File: src/rtl/fg_pkg.sv
// Shared constants for the function-generator DAC write path: FSM encoding,
// default DAC timing and the width helper used to size the phase counters.
package fg_pkg;

  localparam logic [1:0] FG_ST_IDLE  = 2'd0;
  localparam logic [1:0] FG_ST_SETUP = 2'd1;
  localparam logic [1:0] FG_ST_PULSE = 2'd2;
  localparam logic [1:0] FG_ST_HOLD  = 2'd3;

  localparam int FG_DAC_SETUP = 1;
  localparam int FG_DAC_PULSE = 2;
  localparam int FG_DAC_HOLD  = 1;
  localparam int FG_DAC_CLR   = 4;

  function automatic int fg_max3(input int a, input int b, input int c);
    int m;
    m = a;
    if (b > m) m = b;
    if (c > m) m = c;
    return m;
  endfunction

endpackage

File: src/rtl/fg_dac_timer.sv
// Loadable down-counter with a zero flag; one instance times the setup,
// pulse and hold phases of every DAC write.
module fg_dac_timer #(
  parameter int W = 2
) (
  input  logic         clk_i,
  input  logic         rst_i,
  input  logic         load_i,
  input  logic [W-1:0] load_val_i,
  output logic         zero_o
);

  logic [W-1:0] cnt_q, cnt_d;

  always_comb begin
    cnt_d = cnt_q;
    if (load_i) begin
      cnt_d = load_val_i;
    end else if (cnt_q != '0) begin
      cnt_d = cnt_q - W'(1);
    end
  end

  always_ff @(posedge clk_i) begin
    if (rst_i) begin
      cnt_q <= '0;
    end else begin
      cnt_q <= cnt_d;
    end
  end

  assign zero_o = (cnt_q == '0);

endmodule

File: src/rtl/fg_dac_write_sequencer.sv
// Turns core sample strobes into timed parallel-DAC writes (setup, WR low,
// hold) with a one-deep pending slot, plus the DAC clear and power-down lines.
module fg_dac_write_sequencer
  import fg_pkg::*;
#(
  parameter int BITWIDTH     = 8,
  parameter int SETUP_CYCLES = FG_DAC_SETUP,
  parameter int PULSE_CYCLES = FG_DAC_PULSE,
  parameter int HOLD_CYCLES  = FG_DAC_HOLD,
  parameter int CLR_CYCLES   = FG_DAC_CLR
) (
  input  logic                clk_i,
  input  logic                rst_i,
  input  logic                enable_i,
  input  logic [BITWIDTH-1:0] data_i,
  input  logic                valid_strb_i,
  output logic [BITWIDTH-1:0] dac_data_o,
  output logic                dac_wr_n_o,
  output logic                dac_pd_n_o,
  output logic                dac_clr_n_o,
  output logic                busy_o,
  output logic                overrun_o
);

  localparam int CNT_W = $clog2(fg_max3(fg_max3(SETUP_CYCLES, PULSE_CYCLES, HOLD_CYCLES),
                                        CLR_CYCLES, 0) + 1);
  localparam logic [CNT_W-1:0] SETUP_LD = CNT_W'(SETUP_CYCLES - 1);
  localparam logic [CNT_W-1:0] PULSE_LD = CNT_W'(PULSE_CYCLES - 1);
  localparam logic [CNT_W-1:0] HOLD_LD  = CNT_W'(HOLD_CYCLES - 1);
  localparam logic [CNT_W-1:0] CLR_LD   = CNT_W'(CLR_CYCLES);

  logic [1:0]          state_q, state_d;
  logic                tmr_zero, tmr_load;
  logic [CNT_W-1:0]    tmr_val;
  logic                accept, hold_last, send_pend;
  logic                load_data;
  logic [BITWIDTH-1:0] load_src;
  logic [BITWIDTH-1:0] pend_q, pend_d;
  logic                pend_full_q, pend_full_d;
  logic [BITWIDTH-1:0] dac_data_q, dac_data_d;
  logic                wr_n_q, wr_n_d;
  logic                pd_n_q, pd_n_d;
  logic                clr_n_q, clr_n_d;
  logic                overrun_q, overrun_d;
  logic [CNT_W-1:0]    clr_cnt_q, clr_cnt_d;

  assign accept    = valid_strb_i & enable_i & clr_n_q;
  assign hold_last = (state_q == FG_ST_HOLD) & tmr_zero;
  // A pending sample dropped by disable must never reach the DAC.
  assign send_pend = hold_last & pend_full_q & enable_i;

  fg_dac_timer #(.W(CNT_W)) u_timer (
    .clk_i      (clk_i),
    .rst_i      (rst_i),
    .load_i     (tmr_load),
    .load_val_i (tmr_val),
    .zero_o     (tmr_zero)
  );

  always_ff @(posedge clk_i) begin
    if (rst_i) begin
      state_q <= FG_ST_IDLE;
    end else begin
      state_q <= state_d;
    end
  end

  always_comb begin
    state_d   = state_q;
    load_data = 1'b0;
    load_src  = data_i;
    case (state_q)
      FG_ST_IDLE: begin
        if (accept) begin
          state_d   = FG_ST_SETUP;
          load_data = 1'b1;
        end
      end
      FG_ST_SETUP: if (tmr_zero) state_d = FG_ST_PULSE;
      FG_ST_PULSE: if (tmr_zero) state_d = FG_ST_HOLD;
      FG_ST_HOLD: begin
        if (tmr_zero) begin
          if (send_pend) begin
            state_d   = FG_ST_SETUP;
            load_data = 1'b1;
            load_src  = pend_q;
          end else if (accept) begin
            state_d   = FG_ST_SETUP;
            load_data = 1'b1;
          end else begin
            state_d = FG_ST_IDLE;
          end
        end
      end
      default: state_d = FG_ST_IDLE;
    endcase
  end

  always_comb begin
    // The timer reloads on every phase boundary and continuously while idle.
    tmr_load = (state_q == FG_ST_IDLE) | tmr_zero;
    case (state_d)
      FG_ST_SETUP: tmr_val = SETUP_LD;
      FG_ST_PULSE: tmr_val = PULSE_LD;
      FG_ST_HOLD:  tmr_val = HOLD_LD;
      default:     tmr_val = '0;
    endcase
    dac_data_d = load_data ? load_src : dac_data_q;
    wr_n_d     = (state_d != FG_ST_PULSE);
    pd_n_d     = enable_i ? 1'b1 : ((state_d == FG_ST_IDLE) ? 1'b0 : pd_n_q);
    clr_cnt_d  = (clr_cnt_q != '0) ? clr_cnt_q - CNT_W'(1) : clr_cnt_q;
    clr_n_d    = (clr_cnt_q <= CNT_W'(1));

    pend_d      = pend_q;
    pend_full_d = pend_full_q;
    overrun_d   = 1'b0;
    if (!enable_i) begin
      pend_full_d = 1'b0;
    end else if (hold_last) begin
      // Last hold cycle: an empty slot lets the strobe go straight out.
      if (pend_full_q) begin
        if (accept) begin
          pend_d = data_i;
        end else begin
          pend_full_d = 1'b0;
        end
      end
    end else if ((state_q != FG_ST_IDLE) && accept) begin
      pend_d      = data_i;
      pend_full_d = 1'b1;
      overrun_d   = pend_full_q;
    end
  end

  always_ff @(posedge clk_i) begin
    if (rst_i) begin
      dac_data_q  <= '0;
      wr_n_q      <= 1'b1;
      pd_n_q      <= 1'b0;
      clr_n_q     <= 1'b0;
      overrun_q   <= 1'b0;
      pend_q      <= '0;
      pend_full_q <= 1'b0;
      clr_cnt_q   <= CLR_LD;
    end else begin
      dac_data_q  <= dac_data_d;
      wr_n_q      <= wr_n_d;
      pd_n_q      <= pd_n_d;
      clr_n_q     <= clr_n_d;
      overrun_q   <= overrun_d;
      pend_q      <= pend_d;
      pend_full_q <= pend_full_d;
      clr_cnt_q   <= clr_cnt_d;
    end
  end

  assign dac_data_o  = dac_data_q;
  assign dac_wr_n_o  = wr_n_q;
  assign dac_pd_n_o  = pd_n_q;
  assign dac_clr_n_o = clr_n_q;
  assign overrun_o   = overrun_q;
  assign busy_o      = (state_q != FG_ST_IDLE);

endmodule
File: config.mk
export PLATFORM = sky130hd
export DESIGN_NAME = fg_dac_write_sequencer
export DESIGN_NICKNAME = d
export VERILOG_FILES = /design/src/rtl/fg_pkg.sv /design/src/rtl/fg_dac_timer.sv /design/src/rtl/fg_dac_write_sequencer.sv
export SDC_FILE = /design/constraint.sdc
export NUM_CORES = 1
export LEC_CHECK = 0
export BUFFER_PORTS_ARGS = -buffer_cell sky130_fd_sc_hd__buf_2
export CAP_MARGIN = 20
export CORE_UTILIZATION = 28
export DETAILED_ROUTE_END_ITERATION = 8
export GPL_TIMING_DRIVEN = 0
export PLACE_DENSITY_LB_ADDON = 0.25
export SKIP_LAST_GASP = 1
export SLEW_MARGIN = 15
export SYNTH_ARGS = -nofsm -noshare
export SYNTH_HDL_FRONTEND = slang
export SYNTH_SLANG_ARGS = --single-unit
File: constraint.sdc
create_clock -name clk_i -period 2.75 [get_ports clk_i]
set_clock_uncertainty 0.2 [all_clocks]
set_input_delay 0.4125 -clock clk_i [delete_from_list [all_inputs] [get_ports clk_i]]
set_output_delay 0.4125 -clock clk_i [all_outputs]
set_load 0.005 [all_outputs]
[Yosys cells after proc, flatten, opt, wreduce, memory -nomap -nowiden]
Cells that the tools add are included.
Word-level totals
  flip-flop bits (word level): 29
  latch bits: 0
  bits in writable memories: 0
  bits in read-only memories: 0
  bits of input ports: 12
  output and inout bits: 13
  memories: 0
Operators by class
  add/subtract/negate cells: 2
  $mul: 0
  div/mod/pow operators: 0
  order comparisons: 1
  equal/unequal tests: 7
  shift-type cells: 0
  muxes and demuxes: 26
  bitwise gates (word level): 8
  reduce and logical (&&, ||, !) cells: 13
Operator list (number)
  $mux W8: 7
  $mux W1: 11
  $mux W2: 4
  $pmux W2 S4: 1
  $reduce_bool A2 Y1: 4
  $eq A2 B2 Y1 const B: 3
  $mux W3: 2
  $reduce_bool A3 Y1: 2
  $sub A3 B1 Y3 const B: 2
  $and A1 B1 Y1: 5
  $logic_not A2 Y1: 2
  $ne A2 B2 Y1 const B: 2
  $reduce_and A4 Y1: 1
  $reduce_or A4 Y1: 1
  $le A3 B1 Y1 const B: 1
  $logic_not A3 Y1: 1
  $eq A2 B1 Y1 const B: 1
  $ne A2 B1 Y1 const B: 1
  $not A1 Y1: 2
  $pmux W1 S2: 1
  $reduce_or A2 Y1: 1
  $logic_and A1 B1 Y1: 1
  $or A1 B1 Y1: 1

[Logic depth before layout (Yosys ltp)]
Gate-level depths: netlist of run 1.
  word-level depth: 10
  mapped depth: 9
  depth with buffers taken out: 7

[By module]
Synthesis of run 1 repeated with hierarchy kept, for this count alone.
Unflattened totals
  cell total of the unflattened synthesis: 151
  area total of the unflattened synthesis: 1435.1 um^2
By module, submodules not included
  fg_dac_write_sequencer: instances 1, cells each 129, area an instance 1228.7 um^2, seq. area each 520.5 um^2
  fg_dac_timer: instances 1, cells each 22, area an instance 206.4 um^2, seq. area each 60.1 um^2

[Worst setup path after synthesis of run 1]
OpenSTA, ideal clock, no wires.
  path kind: register to register
  start point: register u_timer.cnt_q[0]
  end point: register pend_q[4]
  library setup time: 0.130 ns
  arrival time: 1.645 ns
  data required time: 2.420 ns
  path slack: 0.775 ns
  cell stages (with the launch flop): 9
  clock period less this slack: 1.975 ns
  cells stage by stage: dfxtp_1 > inv_1 > ha_1 > ha_1 > buf_4 > a21o_1 > a21oi_4 > mux2i_1 > nor2_1
On the way
  longest elaborated chain between the ends: 4
Ends and longest elaborated chain
  from (decl): RTL line fg_dac_timer.sv:13  | logic [W-1:0] cnt_q, cnt_d;
  from (signal assigned): RTL line fg_dac_timer.sv:28  | cnt_q <= cnt_d;
  $logic_not A3 Y1 *: RTL line fg_dac_timer.sv:32  | assign zero_o = (cnt_q == '0);
  $and A1 B1 Y1 *: RTL line fg_dac_write_sequencer.sv:48  | assign hold_last = (state_q == FG_ST_HOLD) & tmr_zero;
  $ne A2 B1 Y1 (no line) (tied with other cells)
  $reduce_and A4 Y1 (no line)
  to (signal assigned): RTL line fg_dac_write_sequencer.sv:151  | pend_q <= pend_d;
  to (decl): RTL line fg_dac_write_sequencer.sv:38  | logic [BITWIDTH-1:0] pend_q, pend_d;
Every way passes the cells marked *; elsewhere a longest branch is shown, timed or not.
A chain may end at the register's enable or synchronous reset.

[Worst setup path after layout of run 1]
Same ends and word-level chain as after synthesis.

==> impl_summary.md, run 1 <==
Placement
Routability-driven placement finished with a final weighted congestion of 0.7745. The worst-case setup slack after placement is ~570 ps. The quantity of I/O buffers inserted on ports is 24. The count of placed standard cells including taps is around 240. The placed wire-length estimate after detailed placement is roughly 2000 um.

Pwr
Of the total power, registers draw 0.349. Of the total power, the share spent switching nets is 0.3415. The overall power of the completed layout is approximately 1.5 mW. The switching component of the power is 521.3 uW. The proportion of power drawn by combinational gates is 0.354. Cell internal power was estimated by the tool at slightly above 1 mW.

Power spread over the standard cell area amounts to between 800 and 900 mW/mm^2. The leakage power of the design is 0.7353 nW. Of the total power, the clock network draws 0.298. IR analysis of the VDD net gives a maximum drop of 0.0002657 V.

Yosys
Of the total synthesized cell area, the portion taken by full adders, half adders and majority gates is 0.08094. The most used flip-flop cell after synthesis is dfxtp_1. The cell count after synthesis came out at 144. The synthesized design contains 29 register bits. Yosys mapped a number of flops with a built-in enable equal to 0. The async set or reset register ratio after synthesis is 0. The mean instance size in the synthesized netlist is between 9 and 10 um^2. The yosys synthesis warning count is 0. The post-synthesis share of cell area spent on xor and xnor gates is 0.006295.

Measured against the total synthesized area, the mux share comes to 0.1151. Of the total synthesized cell area, the portion taken by AND, OR, NAND and NOR gates is 0.1574. The count of unique library cells instantiated by Yosys is 35. After synthesis, the largest family of logic cells by area is compound AO/OA/AOI/OAI gates.

After synthesis the cells add up to between 0.001 and 0.0015 mm^2. The compound-gate portion of the synthesized area is 0.1628. When the netlist entered floorplanning its net count stood at around 170.

The sequential element share of the synthesized area is 0.4173.

Clock network
The number of gates resized after CTS is 0. In this run, CTS created clock tree buffers numbering 5. The maximum clock insertion buffer count is 2. After clock tree synthesis, the flow added hold-fix buffers numbering 0.

The clock net in this run drives a total of 29 sinks. The cell chosen for the clock root is clkbuf_8. The H-tree was split into 2 levels. Post-CTS timing repair inserted 0 buffers for setup. The clock latency at the later pin of the worst-skew pair is around 280 ps.

The clock-pin transition on the worst setup and hold timing paths is 60 ps. The TritonCTS clock tree is built.

Timing
Derived from the worst setup path, the maximum achievable clock frequency is 0.4567 GHz. The number of max-slew violations in the final report was 0. Setup repair after global routing left no endpoint under its margin. The routed design could run at a clock period as short as between 2000 and 2500 ps. Once routing completed, OpenROAD measured the worst setup slack at 560.1 ps. The final hold violation count is 0.

Adding up every negative setup slack in the final design gives 0 ps. At the pin with the least slew margin, the transition time is approximately 550 ps. Setup violations remaining at the end of the flow were counted as 0. The worst relative slew slack is 0.6333. In the finished design, the share of the clock period the worst path needs comes to 0.7963.

GRT
In the global route stage, overall resource usage came out at 0.1175. The maximum number of pins on one net before global-route repair is 11. The via count of the first global-routing pass is 973. The number of antenna violations at the first check in global routing was 0. The global-route wire length before repair is around 4700 um. For this run the aggregate overflow at the end of global routing stands at 0.

Worst setup path
Traced cell by cell, the critical path runs through inv_1, ha_1, ha_1, buf_4, a21o_1, a21oi_4, mux2i_1, nor2_1. The most common cell type on the critical path is ha_1. The critical path capture point type is a flip-flop. Data arrives at the worst endpoint at 2140 ps. The kind of critical path is flip-flop to flip-flop. The worst path buffer plus inverter count is 2.

For this design, the slowest cell found on the critical path is a21oi_4. The required time at the worst-slack endpoint is between 2000 and 3000 ps. The maximum fanout along the worst path is 10. The maximum single-stage delay on the critical path is ~370 ps. The worst setup path is launched from a flip-flop. The kind of cell with the highest combined delay along the critical path is compound AO/OA/AOI/OAI gates.

Route
The first routing iteration left 43 violations. Dividing the detail-routed wire length by the instance count gives 11.48 um. After detailed routing, the total wire length is approximately 2800 um.

The first detailed-routing pass took 4 iterations. The via count is roughly 1100. For this run, design rule violations remaining after detail routing come to 0. The detail route stage leaves a number of antenna-violating nets equal to 0.

Dividing the detail-routed via count by the number of cells gives ~4.4.

Floorplanning
In this run the vertical extent of the chip is ~72 um. The area of the core is 0.004755 mm^2. The number of ports placed on the die boundary is 25. The floorplan has 25 rows. The die outline width is 72.49 um. The die area is about 0.0053 mm^2. The initial utilization of the core area, before any placement, comes to 0.2926.

Run
The tool flagged a number of max-cap violations equal to 0.

Cells and area
The antenna diode instance count is 0. The area added between synthesis and finish is 23.02%. The number of nets in the layout is 196. In the final layout, the share of cells above drive strength 1 is 0.2386. For this run, the number of standard cells in the final layout without fillers is between 200 and 250.

Hold path
In this run the worst hold path is classified as input pin to flip-flop.

Status
The run finished with clean final reports.
[layout make-up]
class	instances	area, um^2
clock inverter	1	30.03
fill	518	3043
buffer	7	46.29
tap	67	83.83
sequential	29	580.6
inverter	10	37.54
multi-input combinational	98	726.9
timing repair buffer	24	120.1
clock buffer	7	86.33
[layout by cell type, fill, tap and decap left out, types with 2 or more instances in the layout]
master and instances:
nand2b_1 4, o31ai_1 2, nand2_1 4, nor4_1 3, nor2_1 24, clkbuf_8 6
buf_2 25, a211oi_2 2, nor2_2 2, buf_6 2, a211oi_1 7, dfxtp_1 29
nor3_1 2, a21oi_1 4, nand3_1 2, ha_1 9, clkbuf_1 4, inv_1 10
o311ai_0 2, mux2i_1 16
[kinds of logic after synthesis]
family          Yosys count
mux                      16
flops                    29
buf+inv                  17
simple gates             46
xor+xnor                  1
fa+ha+maj                 9
compound gates           26
[power by group through the flow]
stage | sequential (mW) | combinational [mW] | clock [mW]
6_report | 0.532 | 0.540 | 0.455
3_5_place_dp | 0.542 | 0.536 | 0
4_1_cts | 0.532 | 0.539 | 0.474
2_1_floorplan | 0.536 | 0.402 | 0
5_1_grt | 0.544 | 0.608 | 0.492
3_3_place_gp | 0.540 | 0.537 | 0
[state kept, by name, indices dropped and copies added (netlist names)]
name and flops:
u_timer.cnt_q 3, dac_pd_n_o 1, pend_full_q 1, dac_clr_n_o 1
pend_q 8, state_q 2, dac_data_o 8, dac_wr_n_o 1
overrun_o 1, clr_cnt_q 3
[worst paths after layout]
kind                            slack, ps  cells after the start           to        startpoint
worst min register to register        280                      1  dac_clr_n_o      clr_cnt_q[2]
worst max-delay path                  560                      8    pend_q[4]  u_timer.cnt_q[0]
worst min-delay path                  170                      2   dac_wr_n_o             rst_i
worst max register to register        560                      8    pend_q[4]  u_timer.cnt_q[0]
[layer usage]
| layer | GRT usage | up-vias | part of all wire |
|---|---|---|---|
| met2 | 0.1859 | 20 | 0.45 |
| met3 | 0.03333 | 3 | 0.036 |
| met5 | 0 | - | 0 |
| met4 | 0.05229 | 0 | 0.0090 |
| li1 | - | 565 | - |
| met1 | 0.1483 | 483 | 0.50 |
[synthesized netlist by cell type (2+ instances only)]
master	instances	share of area
o31ai_1	2	0.011
nor2_1	24	0.065
a211oi_1	7	0.038
nor2_2	2	0.0090
nor3_1	2	0.0072
inv_1	10	0.027
a21oi_1	4	0.014
ha_1	9	0.081
nor4_1	3	0.013
nand3_1	2	0.0072
buf_6	2	0.016
dfxtp_1	29	0.42
clkbuf_1	3	0.0081
a211oi_2	2	0.018
mux2i_1	16	0.12
o311ai_0	2	0.013
nand2_1	4	0.011
nand2b_1	4	0.018
[through the flow]
step                      utilization  cell area (um^2)  hold WS [ps]
after floorplan                     -              1391         236.6
after global placement         0.3355              1595         270.0
after detailed placement       0.3355              1595         259.3
after CTS                      0.3600              1712         168.3
after global routing           0.3600              1712         185.0
final                          0.3600              1712         173.6
Note: power is estimated with default switching activity, not from simulation.
==> run 2: changes to the inputs <==
==> constraint.sdc (replaced) <==
create_clock -name clk_i -period 1.8 [get_ports clk_i]
set_clock_uncertainty 0.2 [all_clocks]
set_input_delay 0.27 -clock clk_i [delete_from_list [all_inputs] [get_ports clk_i]]
set_output_delay 0.27 -clock clk_i [all_outputs]
set_load 0.005 [all_outputs]
==> run 2 against run 1 <==
Effect of this change: the flow now finishes with violations (setup timing); first-iteration DRC count increased by 2.3%; final area increased by 16%; clock power increased by 13%; worst hold slack got worse by 130 ps.
==> impl_summary.md, run 2 (synthesis gave the netlist of run 1 again) <==
Status
The flow ran to the end, but the final reports show violations. The final reports fail on setup timing.

Worst setup path
The worst path buffer plus inverter count came to 4 (+2). The slowest cell on the critical path is dfxtp_2. The critical path arrival was 1900 ps (-240 ps). The worst setup path is captured at a flip-flop.

Walking the worst path, the cells encountered are inv_2, ha_4, ha_4, buf_6, buf_4, o221ai_2, nand2_1, buf_4, a41o_1. The maximum fanout along the worst path came to 7 (-3). The endpoint identified for the worst register-to-register timing path is u_timer.cnt_q[0].

The startpoint kind of the worst setup timing path is a flip-flop. The kind of cell with the highest combined delay along the critical path is buffers and inverters. The kind of critical path is flip-flop to flip-flop. The internal reg-to-reg setup slack is -130 ps (-690 ps). The maximum single-stage delay on the critical path is 330 ps (-40 ps). The length in cells of the worst reg-to-reg path came to 9 (+1).

The required time at the worst-slack endpoint is 1770 ps (-930 ps). The worst register-to-register path begins at u_timer.cnt_q[0].

Clock network
The total CTS buffers is 5 (unchanged). The clock latency at the later pin of the worst-skew pair is 280 ps (about the same). The clock-pin transition on the worst setup and hold timing paths is 60 ps (about the same). The root buffer cell chosen for the clock tree is clkbuf_8. The maximum clock insertion buffer count was 2 (unchanged). The TritonCTS clock tree is built.

The count of hold buffers inserted by post-cts repair is 0 (unchanged). The number of levels in the clock H-tree was 2 (unchanged). The number of sinks driven by the clock tree is 29 (unchanged).

Floorplanning
The die outline width is 72.49 um (unchanged). The area of the core is 0.004755 mm^2 (unchanged). The initial cell density of the core was 0.2926 (unchanged).

The number of placement rows was 25 (unchanged). The number of ports placed on the die boundary came to 25 (unchanged). The die area is 0.005255 mm^2 (unchanged).

The floorplan die height is 72.49 um (unchanged).

Timing
The final critical delay including setup and external delays was 1926 ps (-264.2 ps). The share of the cycle needed by the critical path after routing is 1.070 (+0.2735). The number of max-slew violations in the final report is 0 (unchanged). The setup violation total in the final timing report is 20 (+20).

The final worst slack is -125.7 ps (-685.8 ps). The final hold violation count is 0 (unchanged). The maximum clock rate is 0.5193 GHz (+14%). The worst relative slew slack is 0.5645 (-0.06881). The final sum of negative setup slack came to -1283 ps (-1283 ps). The slew of the pin with the lowest slew margin was 653.3 ps (+103.2 ps). Setup repair after global routing could not meet its margin everywhere.

Hold path
The worst hold path depth is 3 (+1). The class of the worst hold path is input pin to flip-flop. The worst hold path startpoint is data_i[1]. The path with the worst hold slack has its endpoint at pend_q[1].

Cells and area
The final-layout fill cell count is 481 (-7.1%). The footprint of the multi-input gates is 885.9 um^2 (+22%). Compared with the post-synthesis result, the final layout area differs by 42.72%. The number of nets in the layout is 210 (+7.1%). The combined flip-flop and latch cell area was 590.6 um^2 (+1.7%).

Leaving out fill and tap cells, the most frequent cell in the layout is dfxtp_1. The antenna diode instance count is 0 (unchanged). The fraction of final layout cells sized beyond drive strength 1 came to 0.4421 (+0.2035). In the layout the commonest cells are 25 x dfxtp_1, 24 x buf_2, 18 x nor2_1.

Pwr
The power density over cell area is 1323 mW/mm^2 (+48%). The leakage power of the design is 0.8349 nW (+14%). The clock network power share is 0.195 (-0.103). The switching power share of the total was 0.3669 (+0.02539).

The overall power of the completed layout was 2.627 mW (+72%). The sequential group share of total power is 0.323 (-0.026). The proportion of power drawn by combinational gates is 0.482 (+0.128).

The switching component of the power is 963.6 uW (+85%). The worst supply voltage drop on vdd is 0.0004391 V (+65%). The design internal power is 1.663 mW (+65%).

GRT
The total track usage is 0.1361 (+0.01860). The global-route wire length before repair was 5368 um (+14%). The via count of the first global-routing pass is 1202 (+24%). The total congestion overflow is 0 (unchanged). The maximum number of pins on one net before global-route repair is 11 (unchanged). The number of antenna violations at the first check in global routing came to 0 (unchanged).

Run
The number of max-cap violations was 0 (unchanged).

Route
The wire length reported by the detailed router was 3460 um (+24%). The DRC violation count after routing was 0 (unchanged). The via count came to 1228 (+15%). The via count normalized by instance count is 4.778 (+8.4%). The remaining antenna violation count is 0 (unchanged). The detail-routed net length per standard cell came to 13.46 um (+17%). The starting DRC count in detailed routing is 44 (+2.3%). The first-pass iteration count of the detailed router is 4 (unchanged).

Placement
The placed wire-length estimate after detailed placement was 2113 um (+5.5%). The quantity of I/O buffers inserted on ports is 24 (unchanged). The global placement routability congestion is 0.8234 (+6.3%).
[run 2: metrics by stage]
stage	hold slack (ps)	area, um^2	setup slack (ps)	instances	util
2_1_floorplan	182.1	1438	-87.04	144	-
3_3_place_gp	256.9	1642	-238.6	235	0.3453
3_5_place_dp	265.1	1642	-250.4	235	0.3453
4_1_cts	38.18	1913	-102.9	252	0.4024
5_1_grt	36.13	1986	-170.3	257	0.4176
6_report	39.59	1986	-125.7	257	0.4176
[run 2: layout make-up]
type | instances | share of cell area
clock inverter | 2 | 0.005041
tap | 67 | 0.04222
buffer | 7 | 0.02836
clock buffer | 6 | 0.03655
timing repair buffer | 38 | 0.1254
inverter | 10 | 0.01890
multi-input combinational | 98 | 0.4461
sequential | 29 | 0.2974
[run 2: power by group through the flow]
stage | logic [mW] | clock network [mW] | registers (mW)
floorplan | 0.716 | 0 | 0.828
global placement | 0.914 | 0 | 0.832
detailed placement | 0.926 | 0 | 0.837
CTS | 1.11 | 0.527 | 0.831
global route | 1.37 | 0.564 | 0.863
finish | 1.27 | 0.513 | 0.848
[run 2: metal layers]
metal,part of all wire,vias up,track usage
met1,0.41,596,0.1515
met5,0,-,0
met2,0.54,31,0.2316
li1,-,595,-
met4,0.018,0,0.07407
met3,0.031,6,0.04167
[run 2: worst register-to-register path: stages (launching register included)]
cell and delay, ps:
dfxtp_2 330, inv_2 40, ha_4 150, ha_4 160
buf_6 130, buf_4 130, o221ai_2 180, nand2_1 110
buf_4 160, a41o_1 220
[run 2: how the worst max path moves through the flow]
stage,slack [ps],end,from,depth (start not counted)
2_1_floorplan,-90,pend_q[4],u_timer.cnt_q[0],8
3_3_place_gp,-240,pend_q[2],u_timer.cnt_q[0],8
3_5_place_dp,-250,pend_q[5],u_timer.cnt_q[0],8
4_1_cts,-100,pend_q[7],u_timer.cnt_q[0],9
5_1_grt,-170,u_timer.cnt_q[0],u_timer.cnt_q[0],9
6_report,-130,u_timer.cnt_q[0],u_timer.cnt_q[0],9
[run 2: repair_timing]
action / 4_1_cts / 5_1_grt
endpoints found under the hold margin: 0 / 0
resized for setup: 30 / 7
cloned: 1 / 0
buffers inserted: 8 / 5
pin swaps: 8 / 5
setup endpoints to repair: 18 / 20
